## config.mk

```make
export PLATFORM = sky130hd
export DESIGN_NAME = spiking_pe
export DESIGN_NICKNAME = d
export VERILOG_FILES = /design/src/rtl/spiking_pe_pkg.sv /design/src/rtl/spike_sat_adder.sv /design/src/rtl/spiking_pe.sv
export SDC_FILE = /design/constraint.sdc
export NUM_CORES = 1
export LEC_CHECK = 0
export CAP_MARGIN = 0
export CORE_UTILIZATION = 29
export DETAILED_ROUTE_END_ITERATION = 6
export GPL_TIMING_DRIVEN = 1
export PLACE_DENSITY = 0.63
export SYNTH_ARGS = -nofsm -noshare
export SYNTH_HDL_FRONTEND = slang
export SYNTH_SLANG_ARGS = --single-unit
```

## constraint.sdc

```tcl
create_clock -name clk -period 4.2 [get_ports clk]
set_input_delay 0.84 -clock clk [delete_from_list [all_inputs] [get_ports clk]]
set_output_delay 0.84 -clock clk [all_outputs]
set_load 0.03 [all_outputs]
```

## src/rtl/spiking_pe_pkg.sv

```systemverilog
// spiking_pe_pkg: shared width, saturation bounds and signed data type for the spiking PE
package spiking_pe_pkg;
  localparam int DATA_W = 16;
  typedef logic signed [DATA_W-1:0] data_t;
  localparam data_t SAT_MAX = data_t'({1'b0, {(DATA_W-1){1'b1}}});
  localparam data_t SAT_MIN = data_t'({1'b1, {(DATA_W-1){1'b0}}});
endpackage

```

## src/rtl/spike_sat_adder.sv

```systemverilog
// spike_sat_adder: combinational signed acc+op (ports acc, op -> sum); clamps on overflow when SPIKING_PE_SAT_EN is defined, else wraps
module spike_sat_adder #(
  parameter int DATA_W = 16
) (
  input  logic signed [DATA_W-1:0] acc,
  input  logic signed [DATA_W-1:0] op,
  output logic signed [DATA_W-1:0] sum
);
  logic signed [DATA_W-1:0] raw;
  assign raw = acc + op;
`ifdef SPIKING_PE_SAT_EN
  logic ovf;
  assign ovf = (acc[DATA_W-1] == op[DATA_W-1]) && (raw[DATA_W-1] != acc[DATA_W-1]);
  assign sum = ovf ? (acc[DATA_W-1] ? {1'b1, {(DATA_W-1){1'b0}}} : {1'b0, {(DATA_W-1){1'b1}}}) : raw;
`else
  assign sum = raw;
`endif
endmodule

```

## src/rtl/spiking_pe.sv

```systemverilog
// spiking_pe: systolic spiking PE (clk, rst, in_row spike, in_col operand -> out_data accumulator, out_row/out_col forwarded one cycle); saturating add with SPIKING_PE_SAT_EN
module spiking_pe
  import spiking_pe_pkg::*;
#(
  parameter int DATA_W = spiking_pe_pkg::DATA_W
) (
  input  logic              clk,
  input  logic              rst,
  input  logic              in_row,
  input  logic [DATA_W-1:0] in_col,
  output logic [DATA_W-1:0] out_data,
  output logic              out_row,
  output logic [DATA_W-1:0] out_col
);
  logic signed [DATA_W-1:0] sum;
  spike_sat_adder #(.DATA_W(DATA_W)) u_add (
    .acc(out_data),
    .op (in_col),
    .sum(sum)
  );
  always_ff @(posedge clk) begin
    if (rst) begin
      out_data <= '0;
      out_row  <= 1'b0;
      out_col  <= '0;
    end else begin
      out_row  <= in_row;
      out_col  <= in_col;
      out_data <= in_row ? sum : out_data;
    end
  end
endmodule

```

======== After elaboration in Yosys (flattened, before gate mapping) ========
Index checks and enable logic that the tools add are counted.
word-level totals
  flip-flop bits (word level) ............. 33
  output and inout bits ................... 33
  word-level logic and storage cells ...... 4
operators by class
  add/subtract/negate cells ............... 1
operators with widths
  kind          number
  16-bit adder  1

======== Logic depth before layout (Yosys ltp) ========
Gate-level depths: netlist (run 1).
  word-level depth ........................ 1
  mapped depth ............................ 8
  gate-level depth less buffers ........... 8

======== By module ========
Synthesis (run 1) repeated with hierarchy kept, for this count alone.
second synthesis, totals
  cell total of the unflattened synthesis .. 185
  area, all modules ....................... 1757.9 um^2
by module, submodules not included
  module           instances  cells an instance  area an instance (um^2)  seq. area each (um^2)
  spiking_pe       1          87                 1033.5                   660.6
  spike_sat_adder  1          98                 724.4                    0.0

======== Worst setup path after synthesis (run 1) ========
OpenSTA, ideal clock, no wires.
  kind .................................... input -> register
  start point ............................. in in_col[10]
  end point ............................... reg out_data[13]
  data arrival time ....................... 2.360 ns
  setup slack ............................. 1.713 ns
  cell stages on the path ................. 7
  path buffers ............................ 0
  path through ............................ ha_1 -> and3_4 -> and2_0 -> a221oi_1 -> o21ai_1 -> nor4bb_1 -> or3_1
between the ends
  longest elaborated chain between the ends .. 1
ends and longest elaborated chain
  element                 line                   source
  start: declaration      spiking_pe.sv:10       input logic [DATA_W-1:0] in_col,
  16-bit adder            spike_sat_adder.sv:10  assign raw = acc + op;
  end signal: assignment  spiking_pe.sv:29       out_data <= in_row ? sum : out_data;
  end: declaration        spiking_pe.sv:11       output logic [DATA_W-1:0] out_data,
No other way between the ends.
A chain may end at the register's enable or synchronous reset.

======== Worst setup path after layout (run 1) ========
  start point ............................. in in_col[0]
  end point ............................... reg out_data[10]
The elaborated chain is that of the path after synthesis.

==> results.md, run 1 <==
- Status: finished, final reports clean
- Via Count: 1563
- Post-CTS Setup Repair Bufs: 0
- Clk sink count: 33
- Critical Path Sink Type: register
- Net Count, Synth: 230
- Worst Hold Launch: out_data[11]
- All-Layer GR Usage: a little over an eighth
- Hold crit path type: reg2reg
- H-tree depth: 2
- Tot Pwr: 999 uW
- Die height: 81.0 microns
- Sequential share of the synthesized area: 36.5%
- Post-Route WL: between 3000 and 4000 microns
- WP data arrival: 3110 ps
- Psw: 351 uW
- First-pass GRT wire length: 6690 microns
- Total CTS buffers: 5
- Largest net degree at the start of global routing: 30
- Pre-CTS setup slack: 978 ps
- Top_reg_cell synth: dfxtp_1
- Max VDD drop: 173 uV
- Cell Area, Synth: 1810 sq um
- CTS Root Buffer Type: clkbuf_8
- Worst EP required: 4350 ps
- Final Critical Period: 2950 ps
- Internal power: 648 uW
- Clock skew: 3.47 ps
- Gpl congestion: 0.842
- Register area: ~660 sq um
- Post-layout util: 41.2%
- Core ar.: 5960 sq um
- Leading cell type in the layout, fill and taps excluded: clkdlybuf4s50_1
- Io pins: 52
- Setup TNS: 0 ps
- Ys async rst share: 0%
- Area Overhead vs Synth: 35.6%
- Unrepaired setup endpoints after global routing: false
- EDFF count, synth: 0
- Kind of critical path: in2reg
- Setup-failing EPs final: 0
- Row count: 28
- Post-DRT Antenna Nets: 0
- Wire per inst: between 10 and 15 microns
- Vias per cell: 4.85
- Worst-path maximum fanout: 4
- Die ar.: roughly 6600 sq um
- Multi-input gate area: approximately 1100 sq um
- CTS resizes: 0
- R2R Path Start: out_data[0]
- Gate power share: 40.5%
- Power share of the clock group: 22.6%
- Initial Utilization: 30.4%
- Endpoints failing hold: 0
- Reg power frac: between 30% and 40%
- FF+latch count, synth: 33
- Fillers: 601
- Post-CTS Hold Buffers: 0
- Commonest cells after routing, fill and taps aside: 51 x clkdlybuf4s50_1, 33 x dfxtp_1, 17 x nor2b_1
- Mapped Avg Cell Area: approximately 9.3 sq um
- Router iterations before antenna repair: 4
- Count of cell types in the netlist: between 40 and 50
- Crit start category: primary input
- CP startpoint: in_col[0]
- Ant diodes: 0
- PortBufs: about 50
- Die W: 81.0 microns
- Final WS setup: 1250 ps
- Reg clk slew, reported paths: ~60 ps
- Clk buf depth: 2
- HPWL Detailed: 3000 microns
- P per Cell Area: 407 nW/um^2
- Final net count: 281
- Leak pwr: 1.02 nW
- TritonCTS clock tree: built
- Number of remaining DRC errors: 0
- Final Cycle Share: 70.3%
- Vias in the first global route: 1460
- YS warnings: 0
- Worst-Skew Late Latency: 280 ps
- Max Cap Violations: 0
- Tightest Pin Transition: 973 ps
- Switching Share: 35.1%
- Initial DRC count: 53
- Share of layout cells above drive strength 1: 4.45%
- Fmax: 0.339 GHz
- Initial antenna violation count: 0
- Post-Synthesis Cells: between 150 and 200
- Worst slew margin: 34.9%
- Total grt overflow: 0
- Max Transition Viols Final: 0
-- area by class of cell --
class                           count  share of cell area, %
Multi-Input combinational cell    149                   44.0
Sequential cell                    33                   26.9
Timing Repair Buffer               53                   21.4
Tap cell                           75                   3.82
Clock buffer                        8                   3.26
Inverter                            4                  0.612
-- power by group through the flow --
stage	registers [mW]	logic [mW]	clock network, mW
finish	0.369	0.405	0.225
CTS	0.370	0.406	0.237
global route	0.374	0.443	0.246
global placement	0.376	0.399	0
floorplan	0.440	0.216	0
detailed placement	0.376	0.404	0
-- per-stage QoR --
stage	cell area (sq um)	instances	hold WS (ps)
2_1_floorplan	1810	195	620
3_3_place_gp	2370	314	492
4_1_cts	2450	322	514
6_report	2450	322	510
3_5_place_dp	2370	314	504
5_1_grt	2450	322	547
-- cells in the mapped netlist (3+ instances only) --
library cell  number  share of area [%]
dfxtp_1           33                 37
nor2b_1           17                5.9
ha_1              15                 10
nor2_1            14                2.9
nand2_1           11                2.3
a21oi_1           10                2.8
mux2i_1            8                4.4
nand2b_1           7                2.4
xnor2_1            7                3.4
nand3_1            6                1.7
a21o_1             5                2.1
clkbuf_1           4               0.83
inv_1              4               0.83
o21bai_1           4                1.7
o21ai_1            3               0.83
o22ai_1            3                1.0
or4b_1             3                1.7
-- registers in the layout, summed over array words and instances, names as in the netlist --
name and count:
out_col 16, out_data 16, out_row 1
-- layer usage --
metal  global-route usage (%)  wire, microns  vias up
met5                        0              0        -
met4                     4.29             55        0
met3                     3.48            186        7
met2                     22.2           1820       41
met1                     15.9           1930      717
li1                         -              -      798
-- kinds of logic after synthesis --
group	after synthesis	share of synthesized area (%)
xor gates and xnor gates	9	4.36
muxes	9	5.05
buffers and inverters	13	3.87
DFF	33	36.5
AOI/OAI and AO/OA	39	14.4
adders and majority gates	16	11.5
and+or+nand+nor	76	24.3
-- worst max-delay path: stages --
cell             delay, ps
clkdlybuf4s50_1        430
ha_1                   240
fa_1                   420
a21o_1                 210
a31oi_1                260
o21ai_2                150
o221ai_1               300
or4b_1                 170
o311ai_1                90
-- final timing paths --
kind | end | slack (ps) | depth (start not counted)
hold reg to reg | out_data[11] | 510 | 2
hold / removal | out_data[11] | 510 | 2
setup / recovery | out_data[10] | 1250 | 9
setup reg to reg | out_data[10] | 1930 | 8
(Power assumes the default switching activity.)
==> run 2, diff against run 1 <==
==> constraint.sdc (replaced) <==
create_clock -name clk -period 2.9 [get_ports clk]
set_input_delay 0.58 -clock clk [delete_from_list [all_inputs] [get_ports clk]]
set_output_delay 0.58 -clock clk [all_outputs]
set_load 0.03 [all_outputs]
==> run 2 against run 1 <==
Register-to-register slack lost 1200 ps. Clock skew is 3.2 ps higher. Die area unchanged. Worst hold slack is essentially flat. Utilization grew 1.3 points. Critical path depth did not move. Final area rose by 3.2%. Critical path type unchanged. Largest cell class unchanged.
==> results.md, run 2 (synthesis results as in run 1) <==
- Post-Route WL: 4230 microns (+6.2%)
- Final Cycle Share: 89.2%
- Total CTS buffers: 5 (unchanged)
- Fillers: 641 (+6.7%)
- Clock skew: 6.64 ps (+3.17 ps)
- Gate power share: 41.9% (+1.4 points)
- Final net count: 291 (+3.6%)
- CTS Root Buffer Type: clkbuf_8
- Largest net degree at the start of global routing: 18 (-40%)
- H-tree depth: 2 (unchanged)
- Kind of critical path: in2reg
- Critical Path Sink Type: register
- Wire per inst: 12.8 microns (+3.0%)
- R2R Setup Slk: 740 ps (-1190 ps)
- Worst-Skew Late Latency: 280 ps (about the same)
- Tot Pwr: 1.49 mW (+49%)
- Commonest cells after routing, fill and taps aside: 51 x clkdlybuf4s50_1, 33 x dfxtp_1, 17 x nor2b_1
- Leak pwr: 1.07 nW (+5.2%)
- Placed cell areas: 2450 sq um (+3.2%)
- Leading cell type in the layout, fill and taps excluded: clkdlybuf4s50_1
- Max VDD drop: 298 uV (+73%)
- Die ar.: 6560 sq um (unchanged)
- Switching Share: 35.4% (+0.31 points)
- Initial antenna violation count: 0 (unchanged)
- Die W: 81.0 microns (unchanged)
- Clk buf depth: 2 (unchanged)
- Worst-path maximum fanout: 4 (unchanged)
- WP data arrival: 2750 ps (-360 ps)
- Reg power frac: 35.9% (-1.0 points)
- Ant diodes: 0 (unchanged)
- Psw: 527 uW (+50%)
- Post-CTS Setup Repair Bufs: 0 (unchanged)
- R2R cell count: 8 (unchanged)
- Clk sink count: 33 (unchanged)
- Post-DRT Antenna Nets: 0 (unchanged)
- Initial DRC count: 125 (+140%)
- P per Cell Area: 588 nW/um^2 (+44%)
- Unrepaired setup endpoints after global routing: false
- RR Endpoint: out_data[14]
- HPWL Detailed: 3220 microns (+7.2%)
- Worst Hold Launch: out_data[9]
- CTS resizes: 0 (unchanged)
- Core ar.: 5960 sq um (unchanged)
- Fmax: roughly 0.39 GHz
- Hold crit path type: reg2reg
- Vias in the first global route: 1649 (+13%)
- Status: finished, final reports clean
- Total grt overflow: 0 (unchanged)
- R2R Path Start: out_data[0]
- Share of layout cells above drive strength 1: 8.95% (+4.5 points)
- All-Layer GR Usage: 14.7% (+1.6 points)
- Max Transition Viols Final: 0 (unchanged)
- Worst slew margin: 60.8% (+26 points)
- Vias per cell: 4.82 (-0.72%)
- Tightest Pin Transition: 586 ps (-388 ps)
- Minimum hold slack: 510 ps (+0.122 ps)
- Max Cap Violations: 0 (unchanged)
- Row count: 28 (unchanged)
- Setup TNS: 0 ps (unchanged)
- Internal power: 961 uW (+48%)
- PortBufs: 51 (unchanged)
- Crit start category: primary input
- Initial Utilization: 30.4% (unchanged)
- Endpoints failing hold: 0 (unchanged)
- Top Registers: out_col x16, out_data x16, out_row x1
- Router iterations before antenna repair: 4 (unchanged)
- Fin area: 2530 sq um (+3.2%)
- Gpl congestion: 0.816 (-3.0%)
- Io pins: 52 (unchanged)
- Hold-critical path endpoint: out_data[9]
- Power share of the clock group: 22.2% (-0.4 points)
- Area Overhead vs Synth: 39.9%
- Via Count: 1600 (+2.4%)
- Hold depth: 2 (unchanged)
- Setup-failing EPs final: 0 (unchanged)
- Pre-CTS setup slack: 55.7 ps (-922 ps)
- First-pass GRT wire length: 7470 microns (+12%)
- Reg clk slew, reported paths: 70 ps (about the same)
- Die height: 81.0 microns (unchanged)
- Final WS setup: 313 ps (-934 ps)
- TritonCTS clock tree: built
- Number of remaining DRC errors: 0 (unchanged)
- Final Critical Period: 2590 ps
- Post-CTS Hold Buffers: 0 (unchanged)
- Worst EP required: 3060 ps (-1290 ps)
## run 2: through the flow
stage               instances  utilization, %
floorplan                 195               -
global placement          324            41.1
detailed placement        324            41.1
CTS                       332            42.5
global route              332            42.5
finish                    332            42.5
## run 2: worst max-delay path: stages
cell	delay, ps
clkdlybuf4s50_1	420
ha_1	240
fa_1	400
a21o_1	210
a31oi_1	280
o21ai_2	130
a22oi_1	250
or4b_1	160
nand3_1	70
## run 2: cell type report
| cell class | count | area, sq um | area share [%] |
|---|---|---|---|
| Clock inverter | 2 | 10.0 | 0.395 |
| Tap cell | 75 | 93.8 | 3.71 |
| Multi-Input combinational cell | 149 | 1080 | 42.6 |
| Inverter | 4 | 15.0 | 0.593 |
| Clock buffer | 6 | 72.6 | 2.87 |
| Sequential cell | 33 | 661 | 26.1 |
| Timing Repair Buffer | 63 | 601 | 23.7 |
## run 2: power groups by stage
stage | sequential, mW | combinational [mW] | clock, mW
after detailed placement | 0.546 | 0.624 | 0
final | 0.535 | 0.624 | 0.330
after CTS | 0.536 | 0.626 | 0.351
after global routing | 0.543 | 0.690 | 0.373
after global placement | 0.545 | 0.621 | 0
after floorplan | 0.637 | 0.312 | 0
## run 2: layer usage
metal / share of wire [%] / GRT usage, % / vias up
met5: 0 / 0 / -
met4: 1.6 / 5.00 / 0
met3: 5.1 / 4.27 / 6
met2: 45 / 23.9 / 44
met1: 48 / 18.3 / 732
li1: - / - / 818
## run 2: how the worst max path moves through the flow
stage                        end  depth (start not counted)  startpoint
floorplan           out_data[13]                          7  in_col[10]
global route        out_data[12]                          9   in_col[0]
global placement    out_data[13]                          8   in_col[6]
CTS                 out_data[14]                          9   in_col[0]
detailed placement  out_data[14]                          9   in_col[0]
finish              out_data[14]                          9   in_col[0]
==> run 3, diff against run 2 <==
--- a/config.mk
+++ b/config.mk
@@ -6,10 +6,14 @@
 export NUM_CORES = 1
 export LEC_CHECK = 0
 export CAP_MARGIN = 0
+export CELL_PAD_IN_SITES_DETAIL_PLACEMENT = 0
+export CELL_PAD_IN_SITES_GLOBAL_PLACEMENT = 1
 export CORE_UTILIZATION = 29
+export CTS_CLUSTER_DIAMETER = 30
 export DETAILED_ROUTE_END_ITERATION = 6
 export GPL_TIMING_DRIVEN = 1
-export PLACE_DENSITY = 0.63
+export PLACE_DENSITY = 0.77
+export REMOVE_ABC_BUFFERS = 1
 export SYNTH_ARGS = -nofsm -noshare
 export SYNTH_HDL_FRONTEND = slang
 export SYNTH_SLANG_ARGS = --single-unit
==> run 3 against run 2 <==
Utilization decreased by 0.13 points. Non-clock buffer count fell by 1. First-iteration DRC count decreased by 61%. Critical path depth stayed put. Combinational power down 2%. Critical endpoint is now out_data[12].
==> results.md, run 3 (synthesis results as in run 1) <==
- Status: finished, final reports clean
- Setup TNS: 0 ps (unchanged)
- Tightest Pin Transition: 478 ps (-108 ps)
- Top Registers: out_col x16, out_data x16, out_row x1
- Total CTS buffers: 5 (unchanged)
- R2R Path Start: out_data[0]
- Gpl congestion: 0.849 (+4.0%)
- R2R Setup Slk: 700 ps (-40 ps)
- Core ar.: 5960 sq um (unchanged)
- Endpoints failing hold: 0 (unchanged)
- WP data arrival: 2780 ps (+30 ps)
- All-Layer GR Usage: 13.6% (-1.1 points)
- Reg clk slew, reported paths: 70 ps (about the same)
- Router iterations before antenna repair: 4 (unchanged)
- Initial DRC count: 49 (-61%)
- First-pass GRT wire length: 6810 microns (-8.8%)
- Final cell count without fillers: 331 (-0.30%)
- Critical Path Sink Type: register
- Die ar.: 6560 sq um (unchanged)
- Share of layout cells above drive strength 1: 8.59% (-0.36 points)
- H-tree depth: 2 (unchanged)
- CTS resizes: 0 (unchanged)
- Io pins: 52 (unchanged)
- Post-DRT Antenna Nets: 0 (unchanged)
- Post-CTS Hold Buffers: 0 (unchanged)
- Clk buf depth: 2 (unchanged)
- Commonest cells after routing, fill and taps aside: 51 x clkdlybuf4s50_1, 33 x dfxtp_1, 17 x nor2b_1
- Max VDD drop: 231 uV (-23%)
- Clk sink count: 33 (unchanged)
- Final Critical Period: 2600 ps (+13.1 ps)
- Setup-failing EPs final: 0 (unchanged)
- Final Cycle Share: 89.6% (+0.45 points)
- Number of remaining DRC errors: 0 (unchanged)
- Placed insts: 323 (-0.31%)
- Initial Utilization: 30.4% (unchanged)
- Largest net degree at the start of global routing: 16 (-2)
- Via Count: 1601 (+0.063%)
- Worst EP required: 3080 ps (+20 ps)
- Hold crit path type: reg2reg
- Hold depth: 2 (unchanged)
- Worst-Skew Late Latency: 280 ps (about the same)
- Initial antenna violation count: 0 (unchanged)
- Fmax: 0.385 GHz (-0.50%)
- Row count: 28 (unchanged)
- Minimum hold slack: 507 ps (-2.23 ps)
- Worst-path maximum fanout: 4 (unchanged)
- CTS Root Buffer Type: clkbuf_8
- HPWL Detailed: 3020 microns (-6.3%)
- Vias per cell: 4.84 (+0.36%)
- Placed cell areas: 2440 sq um (-0.31%)
- Ant diodes: 0 (unchanged)
- Unrepaired setup endpoints after global routing: false
- Area Overhead vs Synth: 39.5%
- Die W: 81.0 microns (unchanged)
- Fillers: 611 (-4.7%)
- Max Transition Viols Final: 0 (unchanged)
- R2R cell count: 8 (unchanged)
- Post-Route WL: 4000 microns (-5.5%)
- TritonCTS clock tree: built
- Crit start category: primary input
- Fin area: 2520 sq um (-0.30%)
- Final WS setup: 300 ps (-13.1 ps)
- Total grt overflow: 0 (unchanged)
- Leak pwr: 1.06 nW (-0.50%)
- Worst slew margin: 68.1% (+7.2 points)
- Leading cell type in the layout, fill and taps excluded: clkdlybuf4s50_1
- Die height: 81.0 microns (unchanged)
- Worst Hold Launch: out_data[9]
- Max Cap Violations: 0 (unchanged)
- Post-CTS Setup Repair Bufs: 0 (unchanged)
- P per Cell Area: 588 nW/um^2 (about the same)
- Vias in the first global route: 1494 (-9.4%)
- Wire per inst: 12.1 microns (-5.2%)
- Clock skew: 6.10 ps (-0.544 ps)
- RR Endpoint: out_data[12]
- Pre-CTS setup slack: 24.8 ps (-30.8 ps)
- Hold-critical path endpoint: out_data[9]
- PortBufs: 51 (unchanged)
- Kind of critical path: in2reg
- Final net count: 290 (-0.34%)
==> run 3: cell count changes in the layout (fill, tap and decap cells not counted) <==
cell and delta:
buf_4 -1
==> run 3: through the flow <==
step	utilization [%]	power, mW
6_report	42.4	1.48
3_3_place_gp	41.0	1.16
2_1_floorplan	-	0.929
5_1_grt	42.4	1.59
3_5_place_dp	41.0	1.16
4_1_cts	42.4	1.51
==> run 3: power by group <==
group	leakage, nW	internal (mW)	total, mW	switching, mW
Clock	0.0450	0.166	0.339	0.173
Combinational	0.745	0.288	0.611	0.323
Sequential	0.274	0.502	0.534	0.0321
==> run 3: metal layers <==
layer | wire, microns | track usage (%) | part of all wire [%]
met1 | 2010 | 18.2 | 50
met5 | 0 | 0 | 0
met4 | 57 | 5.36 | 1.4
met2 | 1730 | 20.2 | 43
met3 | 202 | 4.16 | 5.1
==> run 3: final cells by class <==
| cell class | instances | area, sq um | share of cell area, % |
|---|---|---|---|
| sequential | 33 | 661 | 26.2 |
| multi-input combinational | 149 | 1080 | 42.7 |
| clock inverter | 2 | 10.0 | 0.397 |
| tap | 75 | 93.8 | 3.72 |
| timing repair buffer | 62 | 593 | 23.5 |
| clock buffer | 6 | 72.6 | 2.88 |
| inverter | 4 | 15.0 | 0.595 |
==> run 3: worst max path at each step <==
stage / startpoint / to / slack (ps) / depth (start not counted)
2_1_floorplan: in_col[10] / out_data[13] / 670 / 7
3_3_place_gp: in_col[0] / out_data[12] / 70 / 9
3_5_place_dp: in_col[0] / out_data[12] / 20 / 9
4_1_cts: in_col[0] / out_data[12] / 320 / 9
5_1_grt: in_col[0] / out_data[12] / 100 / 9
6_report: in_col[0] / out_data[12] / 300 / 9
==> run 3: worst max-delay path, cell delays in order <==
cell             delay (ps)
clkdlybuf4s50_1         480
ha_1                    190
fa_1                    220
a21o_1                  140
a31oi_1                 120
o21ai_2                 270
o221ai_1                180
or4b_1                  490
o311ai_1                100
==> edit 1: new RTL, settings of run 1 <==
`DATA_W` is set to 16 in 2 places; all go to 14.
--- a/src/rtl/spiking_pe_pkg.sv
+++ b/src/rtl/spiking_pe_pkg.sv
@@ -1,5 +1,5 @@
 // spiking_pe_pkg: shared width, saturation bounds and signed data type for the spiking PE
 package spiking_pe_pkg;
-  localparam int DATA_W = 16;
+  localparam int DATA_W = 14;
   typedef logic signed [DATA_W-1:0] data_t;
   localparam data_t SAT_MAX = data_t'({1'b0, {(DATA_W-1){1'b1}}});
--- a/src/rtl/spike_sat_adder.sv
+++ b/src/rtl/spike_sat_adder.sv
@@ -1,5 +1,5 @@
 // spike_sat_adder: combinational signed acc+op (ports acc, op -> sum); clamps on overflow when SPIKING_PE_SAT_EN is defined, else wraps
 module spike_sat_adder #(
-  parameter int DATA_W = 16
+  parameter int DATA_W = 14
 ) (
   input  logic signed [DATA_W-1:0] acc,
Interface: changed (resized in_col, out_col and out_data); port bits go from 52 to 46. The function was not compared with the original's and may differ.
==> edit 1 against run 1 <==
Critical path depth up 1; combinational power down 23%; wire length down 15%; synthesized area down 17%; cell count down 14%; synthesized cell count down 17%; setup slack better by 0.084 ns; final area down 14%; sequential cell count down 4; power down 15%; critical path type unchanged.
==> edit 1: results (changes against run 1) <==
.. list-table::
   :header-rows: 1

   * - Metric
     - Value
   * - Worst r2r dst
     - out_data[12]
   * - Syn Nets
     - 192 (-17%)
   * - Vias per Instance
     - 4.65 (-4.2%)
   * - Global-route wire length before repair
     - 5580 µm (-17%)
   * - Pin count of the biggest net entering global routing
     - 31 (+3.3%)
   * - Worst vdd rail ir drop
     - 0.171 mV (-0.74%)
   * - Drt initial violations
     - 46 (-13%)
   * - Leak pwr
     - 0.854 nW (-16%)
   * - Placed wire-length estimate
     - 2600 µm (-14%)
   * - Global Route Usage Sum
     - 0.137 (+0.00631)
   * - Number of global-route vias before repair
     - 1216 (-17%)
   * - Final Wtd Congestion
     - 0.840 (-0.21%)
   * - Area share of the largest cell type after synthesis
     - 0.388 (+0.0225)
   * - Distinct cell type count of the synthesized netlist
     - 46 (unchanged)
   * - Flop-to-flop setup slack
     - 2.01 ns (+0.08 ns)
   * - Leading post-synthesis cells by cell area
     - dfxtp_1 39%, ha_1 11%, nor2b_1 5.8%
   * - Number of CTS-inserted buffers
     - 5 (unchanged)
   * - Biggest registers after layout
     - out_col (14), out_data (14), out_row (1)
   * - Cell count after placement
     - 270 (-14%)
   * - Final clock skew
     - 0.00594 ns (+0.00247 ns)
   * - Layout net count
     - 241 (-14%)
   * - Min-Delay Endpoint
     - out_data[11]
   * - Gate count of the mapped netlist
     - 161 (-17%)
   * - Maximum cell stage delay along the critical path
     - 0.48 ns (+0.05 ns)
   * - Antenna violations before repair
     - 0 (unchanged)
   * - Top cells by instance count after synthesis
     - 29 x dfxtp_1, 14 x nor2_1, 14 x nor2b_1
   * - Number of vias in the routed layout
     - 1293 (-17%)
   * - Worst EP arrival
     - 3.09 ns (-0.02 ns)
   * - Reg-to-Reg Start
     - out_data[0]
   * - Share of the yosys chip area belonging to registers
     - 0.388 (+0.0225)
   * - Share of cells above drive strength 1
     - 0.0806 (+0.0360)
   * - Headroom to the max-slew limit
     - 0.648 (+0.299)
   * - Number of I/O port buffers
     - 45 (-12%)
   * - Largest fanout on the critical path
     - 3 (-1)
   * - Worst reg2reg path depth
     - 9 (+1)
   * - Outcome
     - complete, no violations
## edit 1: cell types whose count changed in the layout (fill, tap and decap cells not counted), sizes merged, moves of 4 or more
| cell | change |
|---|---|
| nand2b | -6 |
| clkdlybuf4s50 | -6 |
| dfxtp | -4 |
| xnor2 | -4 |
| mux2i | -4 |
## edit 1: cell families after synthesis
logic type | Yosys count | synth area share
XOR/XNOR | 7 | 0.0409
AND/OR/NAND/NOR | 61 | 0.222
flip-flops | 29 | 0.388
multiplexers | 4 | 0.0267
adder cells (fa/ha/maj) | 14 | 0.122
AO/OA/AOI/OAI | 35 | 0.172
buffers and inverters | 11 | 0.0284
## edit 1: layout make-up
class | count | area [µm²]
Timing Repair Buffer | 46 | 458
Clock inverter | 2 | 10.0
Clock buffer | 6 | 72.6
Tap cell | 67 | 83.8
Fill cell | 500 | 2740
Sequential cell | 29 | 581
Inverter | 7 | 26.3
Multi-Input combinational cell | 121 | 875
## edit 1: layer usage
metal,GRT usage,routed length [µm]
met1,0.187,1680
met4,0.0577,50
met5,0,0
met3,0.0302,163
met2,0.207,1490
## edit 1: stage by stage
stage	hold slack [ns]	total power [W]	utilization	setup WS, ns	cell area (µm²)
2_1_floorplan	0.594	0.000535	-	1.67	1500
4_1_cts	0.488	0.000864	0.434	1.33	2110
3_3_place_gp	0.477	0.000641	0.417	1.08	2020
5_1_grt	0.526	0.000906	0.434	1.14	2110
3_5_place_dp	0.479	0.000641	0.417	1.05	2020
6_report	0.482	0.000854	0.434	1.33	2110
## edit 1: critical path, delay by kind of cell
family                   cells  cell delay [ns]
AND/OR/NAND/NOR              4             0.90
buffers and inverters        2             0.54
adder cells (fa/ha/maj)      2             0.53
AO/OA/AOI/OAI                2             0.29
## edit 1: power groups by stage
stage	logic (W)	clock network, W	registers (W)
floorplan	0.000151	0	0.000385
global placement	0.000310	0	0.000331
detailed placement	0.000310	0	0.000331
CTS	0.000312	0.000227	0.000325
global route	0.000340	0.000238	0.000328
finish	0.000310	0.000218	0.000325
## edit 1: how the worst max path moves through the flow
| stage | slack, ns | end | from | depth (start not counted) |
|---|---|---|---|---|
| detailed placement | 1.05 | out_data[12] | in_col[0] | 10 |
| global route | 1.14 | out_data[12] | in_col[0] | 10 |
| floorplan | 1.67 | out_data[12] | in_col[0] | 9 |
| global placement | 1.08 | out_data[12] | in_col[0] | 10 |
| CTS | 1.33 | out_data[12] | in_col[0] | 10 |
| finish | 1.33 | out_data[12] | in_col[0] | 10 |
==> edit 2: new RTL, flow settings as in run 1 <==
Without the edit above. Add an input register stage for `in_row` and `in_col`, cleared by the reset; this delays them by one clock. Comments in the files are not updated.
--- a/src/rtl/spiking_pe.sv
+++ b/src/rtl/spiking_pe.sv
@@ -13,8 +13,22 @@
   output logic [DATA_W-1:0] out_col
 );
+
+  logic in_row_q;
+  logic [DATA_W-1:0] in_col_q;
+
+  always_ff @(posedge clk) begin
+    if (rst) begin
+      in_row_q <= '0;
+      in_col_q <= '0;
+    end else begin
+      in_row_q <= in_row;
+      in_col_q <= in_col;
+    end
+  end
+
   logic signed [DATA_W-1:0] sum;
   spike_sat_adder #(.DATA_W(DATA_W)) u_add (
     .acc(out_data),
-    .op (in_col),
+    .op (in_col_q),
     .sum(sum)
   );
@@ -25,7 +39,7 @@
       out_col  <= '0;
     end else begin
-      out_row  <= in_row;
-      out_col  <= in_col;
-      out_data <= in_row ? sum : out_data;
+      out_row  <= in_row_q;
+      out_col  <= in_col_q;
+      out_data <= in_row_q ? sum : out_data;
     end
   end
Check against the original RTL: not equivalent (a bounded check fails within 4 cycles, from zero or initial values and one cycle with rst high).
==> edit 2 against run 1 <==
Setup slack gained 0.69 ns; wire length grew 15%; synthesized area grew 25%; sequential cell count grew 17; sequential share of layout area grew 7.0 points; hold slack lost 0.031 ns; final area grew 20%; core utilization shrank 1.2 points; critical endpoint is now out_data[1]; largest cell class unchanged.
Power is not compared: it rests on default switching activity, and its combinational part moved more than twofold at a synthesized area within 25%.
==> edit 2: results (changes against run 1) <==
.. list-table::
   :header-rows: 1

   * - Metric
     - Value
   * - Sequential share of cell area
     - 0.339 (+0.0700)
   * - Leading post-synthesis cells by cell area
     - dfxtp_1 44%, nor2b_1 10%, ha_1 8.3%
   * - Reg-to-Reg Start
     - out_data[0]
   * - Final Wtd Congestion
     - 0.869 (+3.3%)
   * - Met3 track demand over resource
     - 0.0313 (-0.00353)
   * - Fillers
     - 736 (+22%)
   * - Critical path endpoint
     - out_data[1]
   * - CTS sink count
     - 50 (+52%)
   * - Signal buffers
     - 52 (-1.9%)
   * - Final critical path time including I/O delays and setup
     - 2.26 ns (-0.693 ns)
   * - Final clock skew
     - 0.00668 ns (+0.00321 ns)
   * - Met2 WL post-DR
     - 2050 µm (+13%)
   * - Placed wire-length estimate
     - 3230 µm (+7.7%)
   * - Clock-pin slew reported for the worst setup and hold paths after clock tree synthesis
     - 0.09 ns (+0.03 ns)
   * - Total wire length after detailed routing
     - 4600 µm (+15%)
   * - Clock-cell share of area
     - 0.0373 (+0.00468)
   * - Crit. Startpoint
     - out_data[1]
   * - Post-Layout Cell Count
     - 382 (+19%)
   * - Global Route Usage Sum
     - 0.118 (-0.0125)
   * - Wire length on met1
     - 2240 µm (+16%)
   * - Syn Nets
     - 267 (+16%)
   * - Die extent in x
     - 90.2 µm (+11%)
   * - Pin count of the biggest net entering global routing
     - 53 (+77%)
   * - Flop-to-flop setup slack
     - 2.06 ns (+0.13 ns)
   * - Maximum cell stage delay along the critical path
     - 0.70 ns (+0.27 ns)
   * - Inverters, non-clock
     - 5 (+1)
   * - Number of vias in the routed layout
     - 1750 (+12%)
   * - Average size of a mapped cell
     - 9.71 µm² (+4.7%)
   * - Global-route wire length before repair
     - 7760 µm (+16%)
   * - Cells resized by post-CTS repair
     - 0 (unchanged)
   * - Count of multi-input combinational gates
     - 168 (+13%)
   * - Drt initial violations
     - 69 (+30%)
   * - # clk buffers
     - 6 (-2)
   * - Met3 wire length
     - 228 µm (+23%)
   * - Layout net count
     - 317 (+13%)
   * - Area used by multi-input combinational logic
     - 1180 µm² (+9.7%)
   * - Worst r2r dst
     - out_data[12]
   * - Kind of cell with the highest combined delay on the critical path
     - buffers and inverters
   * - Share of the yosys chip area belonging to registers
     - 0.444 (+0.0791)
   * - Proportion of final cell area spent on non-clock buffers
     - 0.174 (-0.0403)
   * - Hold Path Stages
     - 1 (-1)
   * - Met2 track utilization from global routing
     - 0.189 (-0.0329)
   * - Startpoint of the tightest hold check path
     - in_col_q[5]
   * - Headroom to the max-slew limit
     - 0.386 (+0.0372)
   * - Area grow syn2layout
     - 30.9%
   * - GR Layer Usage met1
     - 0.150 (-0.00881)
   * - Number of global-route vias before repair
     - 1673 (+15%)
   * - Cell count after placement
     - 374 (+19%)
   * - Biggest registers after layout
     - in_col_q (16), out_col (16), out_data (16)
   * - Worst EP arrival
     - 1.42 ns (-1.69 ns)
   * - Outcome
     - complete, no violations
   * - Share of cells above drive strength 1
     - 0.0636 (+0.0191)
[edit 2: cell types whose count changed after synthesis, moves of 3 or more]
cell | run 1 | this run
a21o_1 | 5 | 0
dfxtp_1 | 33 | 50
nand2_1 | 11 | 7
nor2_1 | 14 | 17
nor2b_1 | 17 | 36
nor3_1 | 1 | 5
o21ai_1 | 3 | 6
or4b_1 | 3 | 0
[edit 2: report_power, final]
part | total [W] | switching (W) | internal, W
Combinational | 0.000159 | 0.0000837 | 0.0000758
Clock | 0.000337 | 0.000159 | 0.000178
Sequential | 0.000513 | 0.0000168 | 0.000497
Total | 0.00101 | 0.000259 | 0.000750
[edit 2: cells by family after synthesis]
group	after synthesis	synth area share
xor gates and xnor gates	7	0.0272
adders and majority gates	16	0.0922
and+or+nand+nor	89	0.219
DFF	50	0.444
muxes	9	0.0405
AOI/OAI and AO/OA	47	0.146
buffers and inverters	14	0.0305
